==> config.mk <==
export PLATFORM = sky130hd
export DESIGN_NAME = cla_slice_add_ctrl_flat
export DESIGN_NICKNAME = d
export VERILOG_FILES = /design/src/rtl/cla_slice_add_ctrl_if.sv /design/src/rtl/cla_slice_add_ctrl.sv /design/src/flat_wrapper.sv
export SDC_FILE = /design/constraint.sdc
export NUM_CORES = 1
export LEC_CHECK = 0
export CORE_UTILIZATION = 40
export CTS_BUF_LIST = sky130_fd_sc_hd__clkbuf_16
export DETAILED_ROUTE_END_ITERATION = 10
export DONT_BUFFER_PORTS = 1
export GPL_TIMING_DRIVEN = 0
export RECOVER_POWER = 50
export SYNTH_ARGS = -nofsm -noshare
export SYNTH_HDL_FRONTEND = slang
export SYNTH_SLANG_ARGS = --single-unit
==> constraint.sdc <==
create_clock -name clk -period 7.4 [get_ports clk]
set_clock_uncertainty 0.1 [all_clocks]
set_input_delay 1.48 -clock clk [delete_from_list [all_inputs] [get_ports clk]]
set_output_delay 1.48 -clock clk [all_outputs]
set_load 0.01 [all_outputs]
==> src/rtl/cla_slice_add_ctrl_if.sv <==
// Handshake bundle between operand producer, slice adder sequencer and result consumer.
// Latency: none (wires only).
// Backpressure: in_ready/out_ready carry flow control in each direction.
//
// Ports (signals):
//   in_valid/in_ready      operand handshake, a/b/cin qualified by in_valid
//   out_valid/out_ready    result handshake, sum/cout/ovf qualified by out_valid
//   busy                   sequencer is running or holding a result
interface cla_slice_add_ctrl_if #(
    parameter int WIDTH = 32
);
    logic             in_valid;
    logic             in_ready;
    logic [WIDTH-1:0] a;
    logic [WIDTH-1:0] b;
    logic             cin;
    logic             out_valid;
    logic             out_ready;
    logic [WIDTH-1:0] sum;
    logic             cout;
    logic             ovf;
    logic             busy;

    // Producer/consumer side
    modport master (
        output in_valid, a, b, cin, out_ready,
        input  in_ready, out_valid, sum, cout, ovf, busy
    );

    // Sequencer side
    modport slave (
        input  in_valid, a, b, cin, out_ready,
        output in_ready, out_valid, sum, cout, ovf, busy
    );
endinterface

==> src/rtl/cla_slice_add_ctrl.sv <==
// Wide adder built from WIDTH/CHUNK passes through one CHUNK-bit slice, carry held in a flop.
// Latency: result valid right after the NCHUNK-th edge following the accept edge.
// Backpressure: one operation in flight; in_ready low in RUN/DONE, result held until out_ready.
//
// Ports:
//   clk, rst   rising-edge clock, asynchronous active-high reset
//   io         cla_slice_add_ctrl_if.slave: operand handshake (in_valid/in_ready, a, b, cin),
//              result handshake (out_valid/out_ready, sum, cout, ovf) and busy status
module cla_slice_add_ctrl #(
    parameter int WIDTH = 32,
    parameter int CHUNK = 8
) (
    input  logic                 clk,
    input  logic                 rst,
    cla_slice_add_ctrl_if.slave  io
);
    localparam int NCHUNK = WIDTH / CHUNK;
    localparam int IDXW   = (NCHUNK > 1) ? $clog2(NCHUNK) : 1;

    localparam logic [1:0] IDLE = 2'd0;
    localparam logic [1:0] RUN  = 2'd1;
    localparam logic [1:0] DONE = 2'd2;

    logic [1:0]       state;
    logic [IDXW-1:0]  idx;
    logic             carry_q;
    logic [WIDTH-1:0] a_q;
    logic [WIDTH-1:0] b_q;
    logic [WIDTH-1:0] sum_q;
    logic             cout_q;
    logic             ovf_q;
    logic             out_valid_q;

    logic [CHUNK-1:0] a_sl;
    logic [CHUNK-1:0] b_sl;
    logic [CHUNK:0]   slice_res;
    logic             last;

    // Slice selection as a constant-index mux so every part-select is static.
    always_comb begin
        a_sl = '0;
        b_sl = '0;
        for (int k = 0; k < NCHUNK; k++) begin
            if (idx == IDXW'(k)) begin
                a_sl = a_q[k*CHUNK +: CHUNK];
                b_sl = b_q[k*CHUNK +: CHUNK];
            end
        end
    end

    assign slice_res = {1'b0, a_sl} + {1'b0, b_sl} + {{CHUNK{1'b0}}, carry_q};
    assign last      = (idx == IDXW'(NCHUNK - 1));

    always_ff @(posedge clk or posedge rst) begin
        if (rst) begin
            state       <= IDLE;
            idx         <= '0;
            carry_q     <= 1'b0;
            a_q         <= '0;
            b_q         <= '0;
            sum_q       <= '0;
            cout_q      <= 1'b0;
            ovf_q       <= 1'b0;
            out_valid_q <= 1'b0;
        end else begin
            case (state)
                IDLE: begin
                    if (io.in_valid) begin
                        a_q     <= io.a;
                        b_q     <= io.b;
                        carry_q <= io.cin;
                        idx     <= '0;
                        sum_q   <= '0;
                        state   <= RUN;
                    end
                end
                RUN: begin
                    for (int k = 0; k < NCHUNK; k++) begin
                        if (idx == IDXW'(k)) begin
                            sum_q[k*CHUNK +: CHUNK] <= slice_res[CHUNK-1:0];
                        end
                    end
                    carry_q <= slice_res[CHUNK];
                    idx     <= idx + IDXW'(1);
                    if (last) begin
                        cout_q      <= slice_res[CHUNK];
                        // Signed overflow: like-signed operands, result sign differs.
                        ovf_q       <= (a_q[WIDTH-1] == b_q[WIDTH-1]) &&
                                       (slice_res[CHUNK-1] != a_q[WIDTH-1]);
                        out_valid_q <= 1'b1;
                        state       <= DONE;
                    end
                end
                DONE: begin
                    if (io.out_ready) begin
                        out_valid_q <= 1'b0;
                        state       <= IDLE;
                    end
                end
                default: state <= IDLE;
            endcase
        end
    end

    // in_ready is gated by rst so nothing is offered for capture while reset is held.
    assign io.in_ready  = !rst && (state == IDLE);
    assign io.busy      = (state == RUN) || (state == DONE);
    assign io.out_valid = out_valid_q;
    assign io.sum       = sum_q;
    assign io.cout      = cout_q;
    assign io.ovf       = ovf_q;
endmodule
==> src/flat_wrapper.sv <==
// flat-port wrapper written by rule: the top's interface ports become plain ports
module cla_slice_add_ctrl_flat 
#(
    parameter int WIDTH = 32,
    parameter int CHUNK = 8
)
  (clk, rst, io_in_valid, io_a, io_b, io_cin, io_out_ready, io_in_ready, io_out_valid, io_sum, io_cout, io_ovf, io_busy);
  cla_slice_add_ctrl_if #(.WIDTH(WIDTH)) io_i ();
  input  logic clk;
  input  logic rst;
  input wire logic [$bits(io_i.in_valid)-1:0] io_in_valid;
  input wire logic [$bits(io_i.a)-1:0] io_a;
  input wire logic [$bits(io_i.b)-1:0] io_b;
  input wire logic [$bits(io_i.cin)-1:0] io_cin;
  input wire logic [$bits(io_i.out_ready)-1:0] io_out_ready;
  output wire logic [$bits(io_i.in_ready)-1:0] io_in_ready;
  output wire logic [$bits(io_i.out_valid)-1:0] io_out_valid;
  output wire logic [$bits(io_i.sum)-1:0] io_sum;
  output wire logic [$bits(io_i.cout)-1:0] io_cout;
  output wire logic [$bits(io_i.ovf)-1:0] io_ovf;
  output wire logic [$bits(io_i.busy)-1:0] io_busy;
  assign io_i.in_valid = io_in_valid;
  assign io_i.a = io_a;
  assign io_i.b = io_b;
  assign io_i.cin = io_cin;
  assign io_i.out_ready = io_out_ready;
  assign io_in_ready = io_i.in_ready;
  assign io_out_valid = io_i.out_valid;
  assign io_sum = io_i.sum;
  assign io_cout = io_i.cout;
  assign io_ovf = io_i.ovf;
  assign io_busy = io_i.busy;
  cla_slice_add_ctrl #(.WIDTH(WIDTH), .CHUNK(CHUNK)) u_core (.clk(clk), .rst(rst), .io(io_i));
endmodule
==> run metrics, run 1 <==
clock slew at reported path FFs 70 ps; Layout area overhead 10.6%; die area 0.0130 mm2; hold wc startpoint u_core.b_q[29]$_DFFE_PP0P_; gp weighted congestion 0.783; post_cts resized 0; Placed Cells 606; nets@finish 535; leak pwr 0.00240 uW; violated checks capacitance limit, slew limit; GRT Util Overall 0.187; cts hold-fix bufs 0; final hold vios 0; Hold Path Depth 1; H-tree Lvls 3; setup_tns 0 ps; Synth Cell Area 0.00501 mm2; Worst VDD drop 224 uV; Reg-to-Reg End u_core.io.sum[30]$_DFFE_PP0P_; RSZ-0062 raised after global routing no; Period minus WS final 3960 ps; Seq/Total Area, Yosys 0.519; FF-to-FF setup slack 3440 ps; DR WL/cell 18.5 um; GR Overflow Total 0; IO buf count 0; asr flop ratio synth 1.00; total power 2880 uW; Worst Hold Class flip-flop to flip-flop; DRT Pass-1 Iters 4; Root Buffer Master clkbuf_16; clk buf depth 2; Worst EP required 7530 ps; Tightest Pin Transition 1510 ps; global-route wire length before repair 17900 um; HPWL after DPL 8700 um; FMAX 0.253 GHz; initial antenna violation count 0; share of layout cells above drive strength 1 0.262; register area 0.00260 mm2; global routing usage on met2 0.311; Hold Path End u_core.b_q[29]$_DFFE_PP0P_; Worst setup SP type flip-flop; via count 3315; Worst setup EP type flip-flop; Power Dens Cells 519 mW/mm2; setup violators final 0; Fin Hold WS 408 ps; warnings from Yosys 0; Setup Buffers After CTS 0; CTS tree built; ys flop type dfrtp_1; Final Cell Area 0.00554 mm2; fin. max-slew vios 33; grt peak-use layer met2; DRC 0; die height 114 um; cell depth of the worst flop-to-flop path 14; Clock Sinks 104; syn nets 523; starting density of the core 0.414; floorplan row count 40; Mapped Cells 437; Period Utilization, post-route 0.535; Antenna Nets Post-Route 0; fin cells 623; initial DRC count 164; Critical path origin u_core.idx[1]$_DFFE_PP0P_; status finished with violations; Post-synth EDFFs 0; die width 114 um; Yosys reg bits 104; max cap viols 1; vias in the first global route 3325; vias per cell 5.32; Multi-input gate area 0.00224 mm2; Post-Route WL 11500 um; GR Layer Usage met1 0.224; CP arrival 4090 ps; Num CTS Buffers 9; RR Startpoint u_core.idx[1]$_DFFE_PP0P_; crit path max fanout 10; latest clock arrival within the worst-skew pair 350 ps; routing usage on met3 0.0733; # IOs 106; largest net degree at the start of global routing 73; Fillers 1189; Max-slew headroom -0.0142; Post-DP Area 0.00525 mm2; Netlist cell types 42; Crit Path Class flip-flop to flip-flop; mean post-synth cell area 11.5 um2; core area 0.0121 mm2
## layout make-up
type | count | area share
clock buffer | 9 | 0.0407
multi-input combinational | 292 | 0.405
sequential | 104 | 0.470
antenna | 1 | 0.000452
inverter | 19 | 0.0131
buffer | 22 | 0.0163
tap | 168 | 0.0379
timing repair buffer | 1 | 0.00497
clock inverter | 7 | 0.0117
## logic make-up (layout without fill, tap and decap cells)
group | after synthesis | in the layout | share of synthesized area
adder cells (fa/ha/maj) | 17 | 17 | 0.0455
AO/OA/AOI/OAI | 91 | 91 | 0.111
AND/OR/NAND/NOR | 90 | 90 | 0.0809
flip-flops | 104 | 104 | 0.519
buffers and inverters | 41 | 58 | 0.0325
multiplexers | 94 | 94 | 0.211
other | 0 | 1 | 0
## cells in the mapped netlist, types with 5 or more instances
library cell,instances,area (um2)
a21oi_1,40,200
clkbuf_1,19,71.3
dfrtp_1,104,2600
ha_1,15,188
inv_1,19,71.3
mux2_2,92,1040
nand2_1,46,173
nand3_1,16,80.1
nor2_1,9,33.8
nor2b_1,5,31.3
nor3_1,5,25.0
o21ai_0,19,95.1
## power by group
| group | internal (uW) | switching, uW |
|---|---|---|
| sequential | 819 | 165 |
| clock | 260 | 205 |
| combinational | 653 | 777 |
| total | 1730 | 1150 |
## worst max-delay path: stages (launching register included)
cell	delay [ps]
dfrtp_1	420
inv_1	100
ha_1	170
clkbuf_1	380
clkbuf_1	410
nand2_1	100
a21oi_1	170
a21oi_1	60
o21ai_0	290
ha_1	330
nor2b_1	170
o31ai_1	450
a211o_2	210
o211ai_1	160
mux2_2	310
## metal layers
layer	wire, um	vias to the layer above
met3	849	18
met5	0	-
li1	-	1562
met2	5650	102
met1	4860	1633
met4	181	0
## flip-flops by register name, indices dropped and copies added (netlist names)
signal / cells
u_core.a_q: 32
u_core.b_q: 32
u_core.io.sum: 32
u_core.idx: 2
u_core.state: 2
u_core.carry_q: 1
u_core.io.cout: 1
u_core.io.out_valid: 1
u_core.io.ovf: 1
## placed cells by master, fill, tap and decap left out, types with 3 or more instances in the layout
| master | instances |
|---|---|
| a21oi_1 | 40 |
| a21oi_2 | 4 |
| clkbuf_1 | 20 |
| clkbuf_16 | 9 |
| dfrtp_1 | 104 |
| ha_1 | 15 |
| inv_1 | 20 |
| mux2_2 | 92 |
| nand2_1 | 46 |
| nand3_1 | 16 |
| nand3b_1 | 4 |
| nor2_1 | 9 |
| nor2b_1 | 5 |
| nor3_1 | 5 |
| o211ai_1 | 3 |
| o21a_1 | 3 |
| o21ai_0 | 20 |
| o22ai_1 | 4 |
## worst max path at each step
stage                                    end  cells after the start  slack [ps]
2_1_floorplan      u_core.a_q[0]$_DFFE_PP0P_                      1        3090
3_3_place_gp       u_core.b_q[6]$_DFFE_PP0P_                      1        2000
3_5_place_dp   u_core.io.sum[22]$_DFFE_PP0P_                     14        3490
4_1_cts        u_core.io.sum[22]$_DFFE_PP0P_                     14        3470
5_1_grt        u_core.io.sum[22]$_DFFE_PP0P_                     15        3180
6_report       u_core.io.sum[30]$_DFFE_PP0P_                     14        3440
## per-stage QoR
stage | setup slack [ps] | util
finish | 3440 | 0.457
global route | 3180 | 0.457
CTS | 3470 | 0.457
detailed placement | 3490 | 0.433
global placement | 2000 | 0.431
floorplan | 3090 | -
(Power assumes the default switching activity.)
==> inputs of run 2 (changes only) <==
--- a/config.mk
+++ b/config.mk
@@ -5,6 +5,7 @@
 export SDC_FILE = /design/constraint.sdc
 export NUM_CORES = 1
 export LEC_CHECK = 0
+export ABC_AREA = 1
 export CORE_UTILIZATION = 40
 export CTS_BUF_LIST = sky130_fd_sc_hd__clkbuf_16
 export DETAILED_ROUTE_END_ITERATION = 10
==> constraint.sdc (replaced) <==
create_clock -name clk -period 3.7 [get_ports clk]
set_clock_uncertainty 0.1 [all_clocks]
set_input_delay 0.74 -clock clk [delete_from_list [all_inputs] [get_ports clk]]
set_output_delay 0.74 -clock clk [all_outputs]
set_load 0.01 [all_outputs]
==> run 2 against run 1 <==
Against the previous run:
- worst hold slack worse by 5.5 ps
- critical path type unchanged
- non-clock buffer count is 2 higher
- the flow still finishes with violations (capacitance limit, slew limit)
- worst setup slack worse by 3200 ps
- highest routed layer unchanged
- clock power grew 120%
==> run metrics, run 2 <==
Post-synth EDFFs 0 (unchanged); gp weighted congestion 0.819 (+4.6%); Clock Sinks 104 (unchanged); top cells by count, synth 106 x nand2_1, 104 x dfrtp_1, 48 x mux2_2, 44 x o21ai_0, 43 x inv_1; violated checks capacitance limit, slew limit; starting density of the core 0.413 (-0.00108); initial antenna violation count 1 (+1); die width 114 um (-0.33%); Mapped Cells 511 (+17%); Fin Hold WS 402 ps (-5.48 ps); warnings from Yosys 0 (unchanged); GR Overflow Total 0 (unchanged); Layout area overhead 11.2%; die area 0.0129 mm2 (-0.66%); IO buf count 0 (unchanged); global-route wire length before repair 18600 um (+3.4%); cts hold-fix bufs 0 (unchanged); Worst setup SP type flip-flop; Root Buffer Master clkbuf_16; clk buf depth 2 (unchanged); Worst setup EP type flip-flop; H-tree Lvls 3 (unchanged); cell taking the most area after synthesis dfrtp_1; Antenna Nets Post-Route 0 (unchanged); XOR/XNOR Fraction of Synth Area 0 (unchanged); ys flop type dfrtp_1; # diodes 0 (-1); Hold Path Depth 1 (unchanged); DR WL/cell 16.6 um (-10%); setup violators final 0 (unchanged); via count 3509 (+5.9%); GRT Util Overall 0.190 (+0.00263); most frequent cells in the layout 107 x nand2_1, 104 x dfrtp_1, 48 x mux2_2, 44 x inv_1, 43 x o21ai_0; asr flop ratio synth 1.00 (unchanged); setup_tns 0 ps (unchanged); adder-cell share of the synthesized area 0.0458 (+0.000309); Post-DP Area 0.00522 mm2 (-0.64%); largest net degree at the start of global routing 56 (-23%); final hold vios 0 (unchanged); Netlist cell types 29 (-31%); mux contribution to synthesized area 0.109 (-0.102); core area 0.0121 mm2 (-0.41%); CP arrival 3590 ps (-500 ps); nets@finish 611 (+14%); vias per cell 5.03 (-5.5%); Seq/Total Area, Yosys 0.523 (+0.00353); clock slew at reported path FFs 70 ps (about the same); most common cell after layout, fill and taps aside nand2_1; share of layout cells above drive strength 1 0.185 (-0.0772); RSZ-0062 raised after global routing no; Worst EP required 3810 ps (-3720 ps); Yosys reg bits 104 (unchanged); HPWL after DPL 8840 um (+1.6%); fin. max-slew vios 56 (+70%); die height 114 um (-0.33%); status finished with violations; Period minus WS final 3480 ps (-479 ps); complex-gate fraction of the synthesized area 0.133 (+0.0224); Yosys top cell area share 0.523 (+0.00353); initial DRC count 142 (-13%); Max-slew headroom -0.589 (-0.575); Simple-Gate Fraction of Synth Area 0.126 (+0.0451); leak pwr 0.00265 uW (+10%); Crit Path Class flip-flop to flip-flop; FMAX 0.287 GHz (+14%); Worst Hold Class flip-flop to flip-flop; Tightest Pin Transition 2370 ps (+858 ps); crit path max fanout 10 (unchanged); Worst VDD drop 500 uV (+120%); DRT Pass-1 Iters 4 (unchanged); floorplan row count 40 (unchanged); main area contributors after synthesis dfrtp_1 52%, mux2_2 11%, nand2_1 8.0%; Power Dens Cells 1120 mW/mm2 (+120%); vias in the first global route 3616 (+8.8%); most common cell in the netlist nand2_1; latest clock arrival within the worst-skew pair 340 ps (about the same); syn nets 597 (+14%); DRC 0 (unchanged); # IOs 106 (unchanged); FF-to-FF setup slack 220 ps (-3220 ps); largest family of logic cells by synthesized area compound AO/OA/AOI/OAI gates; Period Utilization, post-route 0.941 (+0.406); Num CTS Buffers 9 (unchanged); mean post-synth cell area 9.74 um2 (-15%); max cap viols 1 (unchanged); cell depth of the worst flop-to-flop path 15 (+1); Post-Route WL 11600 um (+0.55%); Final Cell Area 0.00554 mm2 (about the same); Synth Cell Area 0.00498 mm2 (-0.67%); CTS tree built
## run 2: worst paths after layout
kind	startpoint	to
worst min register to register	u_core.b_q[22]$_DFFE_PP0P_	u_core.b_q[22]$_DFFE_PP0P_
worst min-delay path	u_core.b_q[22]$_DFFE_PP0P_	u_core.b_q[22]$_DFFE_PP0P_
worst max-delay path	u_core.idx[1]$_DFFE_PP0P_	u_core.io.sum[28]$_DFFE_PP0P_
max in group asynchronous	rst	u_core.b_q[22]$_DFFE_PP0P_
min in group asynchronous	rst	u_core.io.sum[11]$_DFFE_PP0P_
worst max register to register	u_core.idx[1]$_DFFE_PP0P_	u_core.io.sum[28]$_DFFE_PP0P_
## run 2: critical path, stage by stage, from the launching register on
cell     delay, ps
dfrtp_1        400
inv_1          100
ha_1           140
buf_2          240
buf_2          270
a22oi_1        120
o21ai_0        180
o21ai_0        180
fa_1           470
fa_1           390
inv_1          100
nand3_1         90
nand2_1        150
a21oi_1         90
o21ai_2        160
o21ai_0        140
## run 2: report_power, final
part | total [uW] | internal, uW | leakage, uW | switching [uW]
registers | 1960 | 1650 | 0.00126 | 310
logic | 3240 | 1220 | 0.00123 | 2020
clock network | 1010 | 596 | 0.000165 | 416
total | 6210 | 3460 | 0.00265 | 2750
## run 2: routing by layer
layer / GRT usage / vias up / share of wire
li1: - / 1734 / -
met1: 0.231 / 1672 / 0.43
met2: 0.317 / 96 / 0.48
met3: 0.0728 / 7 / 0.083
met4: 0.0447 / 0 / 0.0084
met5: 0 / - / 0
## run 2: timing repair
item,4_1_cts,5_1_grt
resized for setup,2,1
endpoints found under the hold margin,0,0
pin swaps,0,1
setup endpoints to repair,4,12
buffers inserted,0,2
## run 2: cell type report
cell class                 instances  area (um2)
inverter                          49         185
buffer                            22         131
sequential                       104        2600
clock inverter                     7        96.3
fill                            1206        6530
multi-input combinational        336        2060
clock buffer                       9         225
tap                              168         210
timing repair buffer               3        20.0
## run 2: cells by family (layout without fill, tap and decap cells)
group / count (synthesis) / in the layout
and+or+nand+nor: 156 / 156
AOI/OAI and AO/OA: 115 / 115
DFF: 104 / 104
buffers and inverters: 71 / 90
muxes: 48 / 48
adders and majority gates: 17 / 17
## run 2: through the flow
stage / setup WS (ps) / util / cells / power, uW
3_3_place_gp: -901 / 0.430 / 679 / 5060
3_5_place_dp: -106 / 0.432 / 680 / 5180
6_report: 219 / 0.459 / 698 / 6210
4_1_cts: 32.7 / 0.460 / 696 / 6220
5_1_grt: 1.20 / 0.459 / 698 / 6740
2_1_floorplan: 128 / - / 511 / 4330
